<file path="config.mk">
export PLATFORM = sky130hd
export DESIGN_NAME = router_rd_arb
export DESIGN_NICKNAME = d
export VERILOG_FILES = /design/src/rtl/router_pkg.sv /design/src/rtl/router_rd_buf.sv /design/src/rtl/router_rd_arb.sv
export SDC_FILE = /design/constraint.sdc
export NUM_CORES = 1
export LEC_CHECK = 0
export ABC_AREA = 1
export BUFFER_PORTS_ARGS = -buffer_cell sky130_fd_sc_hd__buf_2
export CAP_MARGIN = 10
export CORE_ASPECT_RATIO = 0.75
export CORE_MARGIN = 4
export CORE_UTILIZATION = 49
export DETAILED_ROUTE_END_ITERATION = 10
export PLACE_DENSITY = 0.68
export REMOVE_ABC_BUFFERS = 1
export SLEW_MARGIN = 20
export SYNTH_ARGS = -nofsm -noshare
export SYNTH_HDL_FRONTEND = slang
export SYNTH_SLANG_ARGS = --single-unit
export TNS_END_PERCENT = 1
</file>
<file path="constraint.sdc">
create_clock -name clock -period 3.5 [get_ports clock]
set_clock_uncertainty 0.2 [all_clocks]
set_input_delay 0.7 -clock clock [delete_from_list [all_inputs] [get_ports clock]]
set_output_delay 0.7 -clock clock [all_outputs]
set_load 0.03 [all_outputs]
</file>
<file path="src/rtl/router_pkg.sv">
// Shared definitions for the router read-side arbiter: FSM encoding, header
// field positions, port count and the output buffer entry layout.
package router_pkg;

  localparam int NUM_PORTS       = 3;
  localparam int ADDR_LSB        = 0;
  localparam int LEN_LSB         = 2;
  localparam int LEN_W           = 6;
  localparam int ABORT_LIMIT_DEF = 25;

  typedef enum logic [1:0] {
    ST_IDLE  = 2'd0,
    ST_HDR   = 2'd1,
    ST_BODY  = 2'd2,
    ST_DRAIN = 2'd3
  } rd_state_t;

  typedef struct packed {
    logic [7:0] data;
    logic       sop;
    logic       eop;
    logic [1:0] port;
  } buf_entry_t;

  localparam int ENTRY_W = $bits(buf_entry_t);

  // Round-robin successor over ports 0..2.
  function automatic logic [1:0] next_port(input logic [1:0] p);
    return (p == 2'd2) ? 2'd0 : p + 2'd1;
  endfunction

endpackage

</file>
<file path="src/rtl/router_rd_buf.sv">
// Two-entry output buffer with occupancy count; head reads as zero when empty.
module router_rd_buf
  import router_pkg::*;
(
  input  logic               clock,
  input  logic               reset,
  input  logic               push,
  input  logic [ENTRY_W-1:0] push_data,
  input  logic               pop,
  output logic [ENTRY_W-1:0] head,
  output logic               valid,
  output logic [1:0]         count
);

  logic [ENTRY_W-1:0] mem [2];
  logic               wr_ptr;
  logic               rd_ptr;

  always_ff @(posedge clock) begin
    if (reset) begin
      wr_ptr <= 1'b0;
      rd_ptr <= 1'b0;
      count  <= 2'd0;
      mem[0] <= '0;
      mem[1] <= '0;
    end else begin
      if (push) begin
        mem[wr_ptr] <= push_data;
        wr_ptr      <= ~wr_ptr;
      end
      if (pop) rd_ptr <= ~rd_ptr;
      // Push and pop together keep the count, even when full.
      count <= count + {1'b0, push} - {1'b0, pop};
    end
  end

  assign valid = (count != 2'd0);
  assign head  = valid ? mem[rd_ptr] : '0;

endmodule

</file>
<file path="src/rtl/router_rd_arb.sv">
// Reads whole packets from three router output FIFOs, one port at a time in
// round-robin order, and merges them into one valid/ready byte stream.
module router_rd_arb
  import router_pkg::*;
#(
  parameter int ABORT_LIMIT = ABORT_LIMIT_DEF
) (
  input  logic       clock,
  input  logic       reset,
  input  logic       vld_out_0,
  input  logic       vld_out_1,
  input  logic       vld_out_2,
  input  logic [7:0] data_out_0,
  input  logic [7:0] data_out_1,
  input  logic [7:0] data_out_2,
  output logic       read_enb_0,
  output logic       read_enb_1,
  output logic       read_enb_2,
  output logic [7:0] m_data,
  output logic       m_valid,
  input  logic       m_ready,
  output logic       m_sop,
  output logic       m_eop,
  output logic [1:0] m_port,
  output logic       pkt_abort,
  output logic [1:0] fsm_state
);

  // Handshake: a byte moves downstream on every rising edge where
  // m_valid && m_ready; m_data/m_sop/m_eop/m_port hold while m_valid && !m_ready.

  localparam int SW = $clog2(ABORT_LIMIT + 1);
  localparam logic [SW-1:0] STARVE_LAST = SW'(ABORT_LIMIT - 1);

  rd_state_t        state, state_nxt;
  logic [1:0]       grant, last_grant, rr_pick;
  logic [3:0]       vld;
  logic             any_vld, vld_g;
  logic             hdr_issued;
  logic [6:0]       remaining;
  logic [SW-1:0]    starve;
  logic             infl, infl_sop, infl_eop;
  logic [1:0]       infl_port;
  logic [7:0]       rd_data;
  logic             pop, space_ok, issue_ok, issue, hdr_back, starved, abort;
  logic [1:0]       buf_count;
  logic [2:0]       occ_sum;
  logic [ENTRY_W-1:0] head_bits;
  buf_entry_t       head_e, push_e;

  assign vld     = {1'b0, vld_out_2, vld_out_1, vld_out_0};
  assign any_vld = |vld;
  assign vld_g   = vld[grant];

  always_comb begin
    rr_pick = next_port(last_grant);
    if (!vld[rr_pick]) begin
      rr_pick = next_port(next_port(last_grant));
      if (!vld[rr_pick]) rr_pick = last_grant;
    end
  end

  always_comb begin
    unique case (infl_port)
      2'd0:    rd_data = data_out_0;
      2'd1:    rd_data = data_out_1;
      2'd2:    rd_data = data_out_2;
      default: rd_data = 8'h00;
    endcase
  end

  // A new read must still fit once every in-flight byte has landed.
  assign occ_sum  = {1'b0, buf_count} + {2'b00, infl} - {2'b00, pop};
  assign space_ok = (occ_sum < 3'd2);

  always_ff @(posedge clock) begin
    if (reset) state <= ST_IDLE;
    else       state <= state_nxt;
  end

  always_comb begin
    state_nxt = state;
    unique case (state)
      ST_IDLE:  if (any_vld) state_nxt = ST_HDR;
      ST_HDR:   if (hdr_back) state_nxt = ST_BODY;
                else if (abort) state_nxt = ST_IDLE;
      ST_BODY:  if (issue && remaining == 7'd1) state_nxt = ST_DRAIN;
                else if (abort) state_nxt = ST_IDLE;
      ST_DRAIN: state_nxt = ST_IDLE;
      default:  state_nxt = ST_IDLE;
    endcase
  end

  always_comb begin
    issue_ok   = vld_g && space_ok && !reset;
    issue      = ((state == ST_HDR) && !hdr_issued && issue_ok) ||
                 ((state == ST_BODY) && (remaining != 7'd0) && issue_ok);
    hdr_back   = (state == ST_HDR) && hdr_issued && infl;
    starved    = !vld_g && (starve == STARVE_LAST);
    abort      = starved && (((state == ST_HDR) && !hdr_back) || (state == ST_BODY));
    read_enb_0 = issue && (grant == 2'd0);
    read_enb_1 = issue && (grant == 2'd1);
    read_enb_2 = issue && (grant == 2'd2);
    fsm_state  = state;
  end

  always_ff @(posedge clock) begin
    if (reset) begin
      grant      <= 2'd0;
      last_grant <= 2'd2;
      hdr_issued <= 1'b0;
      remaining  <= 7'd0;
      starve     <= '0;
      infl       <= 1'b0;
      infl_sop   <= 1'b0;
      infl_eop   <= 1'b0;
      infl_port  <= 2'd0;
      pkt_abort  <= 1'b0;
    end else begin
      infl      <= issue;
      pkt_abort <= abort;
      if (issue) begin
        infl_sop  <= (state == ST_HDR);
        infl_eop  <= (state == ST_BODY) && (remaining == 7'd1);
        infl_port <= grant;
      end
      unique case (state)
        ST_IDLE: begin
          if (any_vld) grant <= rr_pick;
          hdr_issued <= 1'b0;
          starve     <= '0;
        end
        ST_HDR, ST_BODY: begin
          starve <= vld_g ? '0 : starve + 1'b1;
          if (issue && state == ST_HDR) hdr_issued <= 1'b1;
          // Remaining counts payload plus the trailing parity byte.
          if (hdr_back) remaining <= {1'b0, rd_data[LEN_LSB +: LEN_W]} + 7'd1;
          if (issue && state == ST_BODY) remaining <= remaining - 7'd1;
          if (abort) last_grant <= grant;
        end
        ST_DRAIN: last_grant <= grant;
        default: ;
      endcase
    end
  end

  always_comb begin
    push_e      = '0;
    push_e.data = rd_data;
    push_e.sop  = infl_sop;
    push_e.eop  = infl_eop;
    push_e.port = infl_port;
  end

  assign pop = m_valid && m_ready;

  router_rd_buf u_buf (
    .clock     (clock),
    .reset     (reset),
    .push      (infl),
    .push_data (push_e),
    .pop       (pop),
    .head      (head_bits),
    .valid     (m_valid),
    .count     (buf_count)
  );

  assign head_e = buf_entry_t'(head_bits);
  assign m_data = head_e.data;
  assign m_sop  = head_e.sop;
  assign m_eop  = head_e.eop;
  assign m_port = head_e.port;

endmodule

</file>
==> results of run 1 <==
## how the worst max path moves through the flow
stage / startpoint / cells after the start / slack, ps / to
global route: u_buf.count[0]$_SDFF_PP0_ / 15 / -120 / read_enb_0
finish: u_buf.count[0]$_SDFF_PP0_ / 15 / -4 / read_enb_1
floorplan: u_buf.count[1]$_SDFF_PP0_ / 14 / -840 / read_enb_0
detailed placement: m_ready / 14 / -210 / read_enb_1
global placement: m_ready / 14 / -150 / read_enb_0
CTS: u_buf.count[1]$_SDFF_PP0_ / 15 / -130 / read_enb_0
## flip-flops by register name, summed over array words and instances (netlist names), named ones only
signal / flops
u_buf.mem: 24
remaining: 7
starve: 5
fsm_state: 2
grant: 2
infl_port: 2
last_grant: 2
u_buf.count: 2
hdr_issued: 1
infl: 1
infl_eop: 1
infl_sop: 1
pkt_abort: 1
u_buf.rd_ptr: 1
u_buf.wr_ptr: 1
## power breakdown
| part | internal [mW] | leakage, nW | total, mW | switching, mW |
|---|---|---|---|---|
| clock network | 0.213 | 0.0514 | 0.413 | 0.199 |
| registers | 0.709 | 0.492 | 0.757 | 0.0480 |
| logic | 0.288 | 1.30 | 0.761 | 0.474 |
| total | 1.21 | 1.84 | 1.93 | 0.721 |
## per-layer routing
layer / global-route usage (%) / part of all wire [%]
met1: 26.6 / 46
met2: 31.3 / 46
met4: 5.05 / 1.4
met3: 5.30 / 6.9
met5: 0 / 0
## through the flow
stage | utilization [%] | instance area [um2] | std cells
6_report | 60.1 | 3780 | 576
5_1_grt | 60.1 | 3780 | 576
4_1_cts | 59.7 | 3750 | 574
3_5_place_dp | 56.8 | 3570 | 565
3_3_place_gp | 56.8 | 3570 | 565
2_1_floorplan | - | 3130 | 423
## cells in the mapped netlist (all sizes together) (7+ instances only)
master	n
nand3	25
dfxtp	30
ha	13
nand4	7
a21oi	32
inv	68
nand2	133
nor2	52
o21ai	15
edfxtp	24
## area by class of cell
class	instances	share of cell area (%)
Multi-Input combinational cell	300	42.5
Sequential cell	54	35.1
Timing Repair Buffer	64	9.94
Inverter	69	6.86
Tap cell	81	2.68
Clock buffer	6	1.92
Clock inverter	2	0.994
## cells by family after synthesis
group                      synth area share [%]
AOI/OAI and AO/OA                          10.3
xor gates and xnor gates                   1.10
adders and majority gates                  5.75
buffers and inverters                      9.49
DFF                                        41.6
and+or+nand+nor                            31.7
## timing repair
item | in CTS | in global routing
pin swaps | 7 | 6
buffers inserted | 1 | 2
endpoints found under the setup margin | 3 | 3
gates cloned | 0 | 0
resized for setup | 18 | 4
==> flow_metrics.py, run 1 <==
metrics = {
    "status": {
        "status": "complete, but fails checks",
        "violations": "negative setup slack",
    },
    "synth": {
        "yosys_register_bits": 54,
        "ys.warnings.count": 0,
        "syn_area_per_cell_um2": 7.39,
        "synth_cells": 430,
        "synth-edff-count": 24,
        "synthTopCellsByArea": "edfxtp_1 (23%), dfxtp_1 (19%), nand2_1 (15%)",
        "syn-cell-area_um2": 3180,
        "synth_area_leader_cell": "edfxtp_1",
        "synth_top_area_share_pct": 22.7,
        "async_flop_share_pct": 0,
        "ys_seq_area_share_pct": 41.6,
        "yosys_most_used_dff": "dfxtp_1",
        "synth.distinct_cells": 33,
    },
    "critical_path": {
        "path_max_fanout": 4,
        "critPathSlowestCell": "fa_1",
        "r2r_slack_ps": 510,
        "r2r_start": "u_buf.count[0]$_SDFF_PP0_",
        "cp-start-kind": "register",
        "reg2regPathDepth": 19,
        "cp_num_buf_inv": 5,
        "r2r-end": "remaining[4]$_SDFFE_PP0P_",
        "worstPathArrival_ps": 2600,
        "crit_top_cell": "inv_2",
        "slowest_delay_ps": 510,
        "crit_type": "register to primary output",
        "crit_path_end_kind": "primary output",
        "crit_chain": "nor2_4, inv_2, nand2_2, inv_2, ha_4, inv_2, ha_4, inv_2, fa_1, nand2_1, nand3b_4, nor2_8, nand2_4, nor2_2, buf_6",
        "required_ps": 2600,
        "cp_top_family": "adder cells",
    },
    "clocking": {
        "htree_num_levels": 2,
        "clk_latency_ps": 310,
        "clock-root-buffer": "clkbuf_8",
        "cts-buffers-inserted": 5,
        "cts.sinks": 54,
        "tritoncts": "built",
        "clockBufferDepth": 2,
        "hold_buffers": 0,
        "clkTransAtPathRegs_ps": 90,
    },
    "routing": {
        "firstDrtPassIters": 4,
        "avgRoutedWirePerCell_um": 12.5,
        "vias": 2837,
        "viasPerCell": 4.93,
        "wirelength_um": 7210,
        "drtIter0Drc": 153,
        "detail-route-antenna-nets": 0,
        "drc": 0,
    },
    "pwr": {
        "power.total_mw": 1.93,
        "p_leak_nw": 1.84,
        "power_density_nw_per_um2": 511,
        "vdd_drop_max_mv": 0.233,
    },
    "finish": {
        "fillers": 596,
        "regArea_um2": 1320,
        "areaGrowthSynthToFinish_pct": 18.9,
        "num_antenna_cells": 0,
        "final_common_cell": "nand2_1",
        "layout_common_cells": "nand2_1 (127), inv_1 (57), nor2_1 (45), buf_2 (45), a21oi_1 (30)",
        "drive_gt1_share_pct": 22.4,
        "multi_input_area_um2": 1610,
        "nets": 538,
    },
    "job": {
        "cap_violations": 0,
    },
    "grt": {
        "grt_start_max_net_pins": 19,
        "antenna_found_initial": 0,
        "grt.overflow.total": 0,
        "grt_first_pass_wirelength_um": 12300,
        "track_usage_pct": 19.7,
        "grt_pass1_vias": 2650,
    },
    "sta": {
        "max_slew_margin_pct": 64.4,
        "whs_ps": 263,
        "layout_setup_ws_ps": -4.26,
        "slew_violations": 0,
        "finalSetupTns_ps": -4.26,
        "hold_violations": 0,
        "finalCriticalPeriod_ps": 3500,
        "fmax_mhz": 285,
        "min_period_over_period_pct": 100,
        "grt_setup_unrepaired": "yes",
        "finalSetupViolations": 1,
        "tightest_slew_ps": 533,
    },
    "floorplanning": {
        "chipHeight_um": 77.7,
        "dieArea_um2": 7850,
        "boundaryPins": 49,
        "initial_core_util_pct": 50.5,
        "placementRows": 25,
        "core_region_area_um2": 6290,
        "die_w_um": 101,
    },
    "placement": {
        "portBuffers": 48,
        "gp_congestion": 0.826,
        "pre_cts_ws_ps": -214,
        "dpl.hpwl_um": 5380,
    },
    "worst_hold_path": {
        "hold_class": "register to register",
        "holdPathStages": 1,
        "min_from": "u_buf.rd_ptr$_SDFFE_PP0P_",
        "holdPathEnd": "u_buf.rd_ptr$_SDFFE_PP0P_",
    },
}
(Power assumes the default switching activity.)
==> run 2, diff against run 1 <==
CAP_MARGIN = not set   (was 10)
REMOVE_ABC_BUFFERS = not set   (was 1)
==> run 2 against run 1 <==
The run now ends clean. Cell count down 0.87%. Core utilization down 0.46 points. Die area unchanged. Largest power group is now sequential cells.
==> flow_metrics.py, run 2 (synthesis results as in run 1) <==
metrics = {
    "status": {
        "status": "complete, no violations",
    },
    "sta": {
        "tightest_slew_ps": 554,
        "slew_violations": 0,
        "layout_setup_ws_ps": 19.9,
        "fmax_mhz": 287,
        "grt_setup_unrepaired": "yes",
        "finalCriticalPeriod_ps": 3480,
        "whs_ps": 271,
        "min_period_over_period_pct": 99.4,
        "finalSetupTns_ps": 0,
        "finalSetupViolations": 0,
        "hold_violations": 0,
        "max_slew_margin_pct": 62.9,
    },
    "finish": {
        "areaGrowthSynthToFinish_pct": 18.0,
        "num_antenna_cells": 0,
        "final_cells": 571,
        "regArea_um2": 1320,
        "layout_common_cells": "nand2_1 (127), inv_1 (57), nor2_1 (45), buf_2 (45), a21oi_1 (30)",
        "drive_gt1_share_pct": 21.8,
        "nets": 533,
        "multi_input_area_um2": 1620,
        "reg_top3": "u_buf.mem x24, remaining x7, starve x5",
        "largest_reg_flops": 24,
        "fillers": 576,
        "largest_register": "u_buf.mem",
        "final_common_cell": "nand2_1",
    },
    "clocking": {
        "clockBufferDepth": 2,
        "cts.sinks": 54,
        "hold_buffers": 0,
        "tritoncts": "built",
        "cts-buffers-inserted": 5,
        "clk_latency_ps": 310,
        "clock-root-buffer": "clkbuf_8",
        "clkTransAtPathRegs_ps": 90,
        "htree_num_levels": 2,
    },
    "pwr": {
        "clkPwrFrac_pct": 20.1,
        "vdd_drop_max_mv": 0.197,
        "p_leak_nw": 1.81,
        "power.total_mw": 1.85,
        "power_density_nw_per_um2": 493,
        "p_seq_share_pct": 41.0,
        "combPwrFrac_pct": 38.9,
        "p_sw_share_pct": 38.7,
        "switching_power_uw": 715,
        "p_int_mw": 1.13,
    },
    "routing": {
        "drc": 0,
        "avgRoutedWirePerCell_um": 11.9,
        "wirelength_um": 6810,
        "drtIter0Drc": 159,
        "viasPerCell": 4.84,
        "vias": 2766,
        "detail-route-antenna-nets": 0,
        "firstDrtPassIters": 4,
    },
    "critical_path": {
        "crit_path_end_kind": "primary output",
        "r2r_start": "u_buf.count[0]$_SDFF_PP0_",
        "worstPathArrival_ps": 2580,
        "required_ps": 2600,
        "r2r_slack_ps": 580,
        "cp-start-kind": "input pin",
        "crit_type": "input pin to primary output",
        "reg2regPathDepth": 18,
        "r2r-end": "remaining[0]$_SDFFE_PP0P_",
        "path_max_fanout": 4,
    },
    "floorplanning": {
        "dieArea_um2": 7850,
        "placementRows": 25,
        "chipHeight_um": 77.7,
        "die_w_um": 101,
        "initial_core_util_pct": 50.5,
        "core_region_area_um2": 6290,
        "boundaryPins": 49,
    },
    "job": {
        "cap_violations": 0,
    },
    "grt": {
        "grt_first_pass_wirelength_um": 11600,
        "track_usage_pct": 18.4,
        "antenna_found_initial": 0,
        "grt.overflow.total": 0,
        "grt_pass1_vias": 2470,
        "grt_start_max_net_pins": 19,
    },
    "placement": {
        "gp_congestion": 0.838,
        "portBuffers": 48,
        "dp_cells": 561,
        "pre_cts_ws_ps": -123,
        "dpl.hpwl_um": 5190,
    },
    "worst_hold_path": {
        "holdPathStages": 2,
        "hold_class": "register to register",
        "holdPathEnd": "infl_sop$_SDFFE_PP0N_",
        "min_from": "infl_sop$_SDFFE_PP0N_",
    },
    "synth": {
        "synth_fp_nets": 474,
    },
}
run 2: cell types whose count changed in the layout (fill, tap and decap cells not counted):
cell	previous run	this run
nor2_2	3	1
clkbuf_8	5	6
nor2_4	3	5
buf_4	17	11
bufinv_16	1	0
buf_6	2	3
clkbuf_1	1	0
inv_6	0	1
nor3_2	2	1
nor3_4	0	1
run 2: final cells by class:
class	count	area share (%)
clock buffer	6	2.20
clock inverter	2	0.434
inverter	69	6.91
multi-input combinational	300	43.3
sequential	54	35.3
tap	81	2.70
timing repair buffer	59	9.12
run 2: power groups by stage:
stage | Sequential, mW | Clock (mW) | Combinational [mW]
after floorplan | 0.750 | 0 | 0.476
after global placement | 0.762 | 0 | 0.650
after detailed placement | 0.763 | 0 | 0.659
after CTS | 0.757 | 0.383 | 0.723
after global routing | 0.766 | 0.405 | 0.797
final | 0.758 | 0.371 | 0.719
run 2: through the flow:
step / util [%] / instance area, um2
global placement: 56.9 / 3580
CTS: 59.6 / 3750
global route: 59.6 / 3750
floorplan: - / 3210
detailed placement: 56.9 / 3580
finish: 59.6 / 3750
run 2: timing repair:
action                                  in CTS  in global routing
buffers inserted                             2                  0
resized for setup                           16                  1
endpoints found under the setup margin       3                  3
gates cloned                                 0                  0
pin swaps                                    6                  4
run 2: worst max-delay path: stages:
cell and delay, ps:
buf_2 100, nand2_2 60, inv_2 50, ha_4 200, inv_2 50, ha_4 110
inv_2 30, fa_1 500, nand2_1 50, nand3b_4 170, nor2_8 110, nand2_4 90
nor3_4 190, buf_6 150
run 2: routing by layer:
| metal | track usage, % | up-vias | wire, um |
|---|---|---|---|
| li1 | - | 1491 | - |
| met1 | 27.7 | 1226 | 3430 |
| met2 | 26.9 | 44 | 2990 |
| met3 | 3.23 | 5 | 317 |
| met4 | 5.18 | 0 | 68 |
| met5 | 0 | - | 0 |
run 2: worst max path at each step:
stage | slack, ps | endpoint | start | cells past startpoint
detailed placement | -120 | read_enb_0 | m_ready | 14
finish | 20 | read_enb_0 | m_ready | 14
floorplan | 3 | read_enb_0 | m_ready | 12
CTS | -30 | read_enb_0 | u_buf.count[1]$_SDFF_PP0_ | 15
global route | -120 | read_enb_0 | u_buf.count[0]$_SDFF_PP0_ | 15
global placement | -110 | read_enb_0 | m_ready | 14
